<file path="src/rtl/bcd_timer_sync.sv">
// Single-clock MM:SS timer: tick prescaler plus clock-enabled BCD digit chain
// with run/pause control, up/down counting, clamped preload and wrap/done strobes.
module bcd_timer_sync #(
  parameter int unsigned DIV          = 50000000,
  parameter int unsigned MIN_TENS_MAX = 5
) (
  input  logic        clk,
  input  logic        rst,
  input  logic        start,
  input  logic        stop,
  input  logic        dir,
  input  logic        load,
  input  logic [15:0] load_val,
  output logic [3:0]  dig_s0,
  output logic [3:0]  dig_s1,
  output logic [3:0]  dig_m0,
  output logic [3:0]  dig_m1,
  output logic        tick,
  output logic        wrap,
  output logic        done,
  output logic        running
);

  localparam int unsigned PW         = $clog2(DIV);
  localparam logic [PW-1:0] PRESC_LAST = PW'(DIV - 1);
  localparam logic [3:0]  M1_MAX     = 4'(MIN_TENS_MAX);

  typedef enum logic [1:0] {
    S_IDLE,
    S_RUN,
    S_PAUSE,
    S_DONE
  } state_t;

  state_t        state, state_nx;
  logic [PW-1:0] presc, presc_nx;
  logic [3:0]    s0_nx, s1_nx, m0_nx, m1_nx;
  logic          tick_nx, wrap_nx, done_nx;
  logic          tick_en, all_zero;

  function automatic logic [3:0] clamp4(input logic [3:0] v, input logic [3:0] lim);
    return (v > lim) ? lim : v;
  endfunction

  assign tick_en  = (state == S_RUN) && (presc == PRESC_LAST);
  assign all_zero = ({dig_m1, dig_m0, dig_s1, dig_s0} == 16'h0000);

  // State, prescaler, digits and strobes all register together
  always_ff @(posedge clk) begin
    if (rst) begin
      state   <= S_IDLE;
      presc   <= '0;
      dig_s0  <= 4'd0;
      dig_s1  <= 4'd0;
      dig_m0  <= 4'd0;
      dig_m1  <= 4'd0;
      tick    <= 1'b0;
      wrap    <= 1'b0;
      done    <= 1'b0;
      running <= 1'b0;
    end else begin
      state   <= state_nx;
      presc   <= presc_nx;
      dig_s0  <= s0_nx;
      dig_s1  <= s1_nx;
      dig_m0  <= m0_nx;
      dig_m1  <= m1_nx;
      tick    <= tick_nx;
      wrap    <= wrap_nx;
      done    <= done_nx;
      running <= (state_nx == S_RUN);
    end
  end

  // Next state and datapath; priority load > stop > tick/start
  always_comb begin
    state_nx = state;
    presc_nx = presc;
    s0_nx    = dig_s0;
    s1_nx    = dig_s1;
    m0_nx    = dig_m0;
    m1_nx    = dig_m1;
    tick_nx  = 1'b0;
    wrap_nx  = 1'b0;
    done_nx  = 1'b0;

    if (load) begin
      s0_nx = clamp4(load_val[3:0],   4'd9);
      s1_nx = clamp4(load_val[7:4],   4'd5);
      m0_nx = clamp4(load_val[11:8],  4'd9);
      m1_nx = clamp4(load_val[15:12], M1_MAX);
      if (state == S_DONE) state_nx = S_IDLE;
      if (state == S_RUN)  presc_nx = '0;
    end else if (stop) begin
      if (state == S_RUN) state_nx = S_PAUSE;
    end else if (state == S_RUN) begin
      if (tick_en) begin
        presc_nx = '0;
        if (!dir) begin
          tick_nx = 1'b1;
          if (dig_s0 == 4'd9) begin
            s0_nx = 4'd0;
            if (dig_s1 == 4'd5) begin
              s1_nx = 4'd0;
              if (dig_m0 == 4'd9) begin
                m0_nx = 4'd0;
                if (dig_m1 >= M1_MAX) begin
                  m1_nx   = 4'd0;
                  wrap_nx = 1'b1;
                end else begin
                  m1_nx = dig_m1 + 4'd1;
                end
              end else begin
                m0_nx = dig_m0 + 4'd1;
              end
            end else begin
              s1_nx = dig_s1 + 4'd1;
            end
          end else begin
            s0_nx = dig_s0 + 4'd1;
          end
        end else if (!all_zero) begin
          tick_nx = 1'b1;
          if (dig_s0 == 4'd0) begin
            s0_nx = 4'd9;
            if (dig_s1 == 4'd0) begin
              s1_nx = 4'd5;
              if (dig_m0 == 4'd0) begin
                m0_nx = 4'd9;
                m1_nx = dig_m1 - 4'd1;
              end else begin
                m0_nx = dig_m0 - 4'd1;
              end
            end else begin
              s1_nx = dig_s1 - 4'd1;
            end
          end else begin
            s0_nx = dig_s0 - 4'd1;
          end
          if ({dig_m1, dig_m0, dig_s1, dig_s0} == 16'h0001) begin
            done_nx  = 1'b1;
            state_nx = S_DONE;
          end
        end else begin
          // Running down at 00:00 (loaded or dir flipped): stop without counting
          state_nx = S_DONE;
        end
      end else begin
        presc_nx = presc + PW'(1);
      end
    end else if (start && !(dir && all_zero)) begin
      state_nx = S_RUN;
      presc_nx = '0;
    end
  end

endmodule

</file>
<file path="config.mk">
export PLATFORM = sky130hd
export DESIGN_NAME = bcd_timer_sync
export DESIGN_NICKNAME = d
export VERILOG_FILES = /design/src/rtl/bcd_timer_sync.sv
export SDC_FILE = /design/constraint.sdc
export NUM_CORES = 1
export LEC_CHECK = 0
export CORE_AREA = 8 8 99 101
export DETAILED_ROUTE_END_ITERATION = 7
export DIE_AREA = 0 0 107 109
export HOLD_SLACK_MARGIN = 0.08
export PLACE_DENSITY = 0.7
export SYNTH_ARGS = -nofsm -noshare
export SYNTH_HDL_FRONTEND = slang
export SYNTH_SLANG_ARGS = --single-unit
</file>
<file path="constraint.sdc">
create_clock -name clk -period 1.95 [get_ports clk]
set_input_delay 0.39 -clock clk [delete_from_list [all_inputs] [get_ports clk]]
set_output_delay 0.39 -clock clk [all_outputs]
set_load 0.005 [all_outputs]
</file>
==> results.md <==
* Run status: complete, but fails checks
* Failing checks: setup timing
* Starting Density at 0.369
* Cell count of the worst hold path at 2
* Worst Max-Slew Pin Slew at 0.413 ns
* Slew margin rel. at 0.717
* Mapped cell area at 3100 sq um
* Largest net degree at the start of global routing at 27
* Number of flops mapped to enable cells by yosys at 0
* Routed wire per std cell at 15.2 um
* Gate Count Post-Synth at 373
* Cells on worst reg2reg path at 5
* Vias at 3,202
* Drc violations at 0
* Die footprint at 11,700 sq um
* Post-synth top area share at 0.310
* Worst Setup SP: presc[18]
* Max Buffers Root-to-Sink at 2
* Kind of critical path: flop to flop
* Critical path arrival at 2.27 ns
* Chip width at 107 um
* CP dominant cell by count: or3_4
* Total buffers and inverters traversed by the critical path at 0
* Latest clock arrival within the worst-skew pair at 0.30 ns
* Routed WL at 9.02 mm
* TritonCTS clock tree: done
* Port buffer count at 41
* Reg-to-reg slack, setup at -0.12 ns
* Count leader, synth: dfxtp_1
* Area leader, netlist: dfxtp_1
* TNS Setup at -2.14 ns
* Sequential fraction of the synthesis area at 0.310
* First-pass GRT wire length at 14.6 mm
* Vias in the first global route at 3,189
* HP Start: presc[15]
* Initial antenna violation count at 0
* Area Growth Syn to Fin at 42.3%
* Row cnt at 34
* H-tree Lvls at 2
* I/O pin count at 42
* Ratio of cells with drive above 1 in the final layout at 0.288
* Die height at 109 um
* TritonRoute pass-1 iters at 4
* Final worst slack at -0.117 ns
* Cell chain of the critical path: nor4_4 -> nand4_2 -> or3_4 -> or3_4 -> a2111oi_4
* Power per Cell Area at 485 nW/um^2
* CTS clk-pin slew, worst paths at 0.09 ns
* Warnings from Yosys at 0
* Final Slew Violations at 0
* CP endpoint kind: flop
* Nets at 513
* Period utilization at 1.06
* Delay-heaviest family, CP: simple AND/OR/NAND/NOR gates
* Power, Total at 2.13 mW
* Post-synthesis net count at 400
* Main synth FF type: dfxtp_1
* Dpl hpwl at 6.65 mm
* Yosys reg bits at 48
* Leakage at 1.77 nW
* Clk sink count at 48
* Hold buffer count at cts at 0
* Finish-stage setup viols at 32
* GRT overflow at 0
* Peak Freq at 0.484 GHz
* Tmin final at 2.07 ns
* Diodes inserted at 0
* Peak VDD IR at 0.371 mV
* HP Class: flop to flop
* Crit path launch type: flop
* RSZ-0062 raised after global routing: yes
* Reg2reg end: dig_m0[3]
* Hold Fails Final Rpt at 0
* Filler cell count at 773
* Detailed Route Iter0 Violations at 155
* CP max-delay cell: or3_4
* Top cells by count, synth: 48 x dfxtp_1, 45 x nor2_1, 24 x nand2_1
* Fraction of registers with async set/reset at 0
* CTS root buf: clkbuf_8
* DR vias/cell at 5.39
* Maximum Capacitance Violations at 0
* Gpl congestion at 0.860
* Hold Crit Endpoint: presc[15]
* Core footprint at 8380 sq um
* Avg Cell Area, Syn at 8.30 sq um
* ANT nets after route at 0
* Hold WS at 0.523 ns
* Synth top area cells: dfxtp_1 31%, xor2_1 6.2%, nor2_1 5.5%, nand2_1 2.9%, nand3_1 2.7%
* Slowest Stage Delay on Critical Path at 0.46 ns
* Cell variety after synth at 76
* Gr usage total at 0.153
* RR Startpoint: presc[18]
* CTS Buf Count at 5
* CP Data Required Time at 2.16 ns
* Crit path max fanout at 5
* Clk_skew at 0.00695 ns
==> logic make-up (layout without fill, tap and decap cells) <==
logic type / Yosys count / after routing / share of synthesized area
compound gates: 76 / 76 / 0.181
xor+xnor: 30 / 30 / 0.0849
fa+ha+maj: 5 / 5 / 0.0202
buf+inv: 38 / 151 / 0.0643
flops: 48 / 48 / 0.310
mux: 8 / 8 / 0.0259
simple gates: 168 / 168 / 0.313
==> how the worst max path moves through the flow <==
stage / to / slack, ns / depth (start not counted)
floorplan: dig_s0[3] / -0.02 / 8
global placement: dig_m1[2] / -0.61 / 7
detailed placement: dig_m1[2] / -0.64 / 7
CTS: dig_m1[2] / -0.12 / 7
global route: dig_m0[3] / -0.18 / 5
finish: dig_m0[3] / -0.12 / 5
==> worst reg2reg max path: stages, from the launching register on <==
cell       delay (ns)
dfxtp_2          0.34
nor4_4           0.30
nand4_2          0.17
or3_4            0.46
or3_4            0.42
a2111oi_4        0.29
==> per-layer routing <==
metal | global-route usage | up-vias | part of all wire
li1 | - | 1581 | -
met1 | 0.159 | 1522 | 0.41
met2 | 0.293 | 73 | 0.52
met3 | 0.0361 | 26 | 0.049
met4 | 0.0513 | 0 | 0.025
met5 | 0 | - | 0
==> final cells by class <==
type,count,area (sq um),area share
Clock buffer,6,72.6,0.0165
Clock inverter,1,5.00,0.00114
Inverter,15,57.6,0.0131
Multi-Input combinational cell,287,2070,0.471
Sequential cell,48,970,0.220
Tap cell,108,135,0.0307
Timing Repair Buffer,129,1090,0.247
==> metrics by stage <==
step	cells	worst slack, ns	util	cell area, sq um
floorplan	373	-0.0172	-	3120
global placement	581	-0.610	0.494	4140
detailed placement	581	-0.639	0.494	4140
CTS	593	-0.119	0.517	4340
global route	594	-0.181	0.526	4400
finish	594	-0.117	0.526	4400
==> flip-flops by register name (all words and copies together) (netlist names) <==
name / cells
presc: 26
state: 2
dig_s1: 4
running: 1
tick: 1
wrap: 1
dig_s0: 4
dig_m1: 4
done: 1
dig_m0: 4
==> power by group <==
| part | leakage (nW) | internal, mW | switching (mW) |
|---|---|---|---|
| Combinational | 1.34 | 0.282 | 0.261 |
| Clock | 0.0410 | 0.244 | 0.317 |
| Sequential | 0.393 | 1.01 | 0.0247 |
| Total | 1.77 | 1.53 | 0.602 |
==> what timing repair did <==
| action | CTS | global route |
|---|---|---|
| setup buffers | 6 | 2 |
| pin swaps | 13 | 13 |
| hold endpoints to repair | 0 | 0 |
| resized for setup | 20 | 18 |
| endpoints found under the setup margin | 44 | 44 |
==> cell usage in the layout, fill, tap and decap left out, drive strengths merged, types with 7 or more instances in the layout <==
master / netlist / final
a21oi: 15 / 15
nand3: 17 / 17
nor4: 8 / 8
xor2: 22 / 22
nor2b: 8 / 8
buf: 8 / 88
clkbuf: 15 / 7
inv: 14 / 14
dfxtp: 48 / 48
nand2: 24 / 24
o21ai: 11 / 11
nor2: 45 / 45
mux2i: 8 / 8
nand4: 15 / 15
clkdlybuf4s50: 0 / 40
and2: 7 / 7
xnor2: 8 / 8
(Power assumes the default switching activity.)
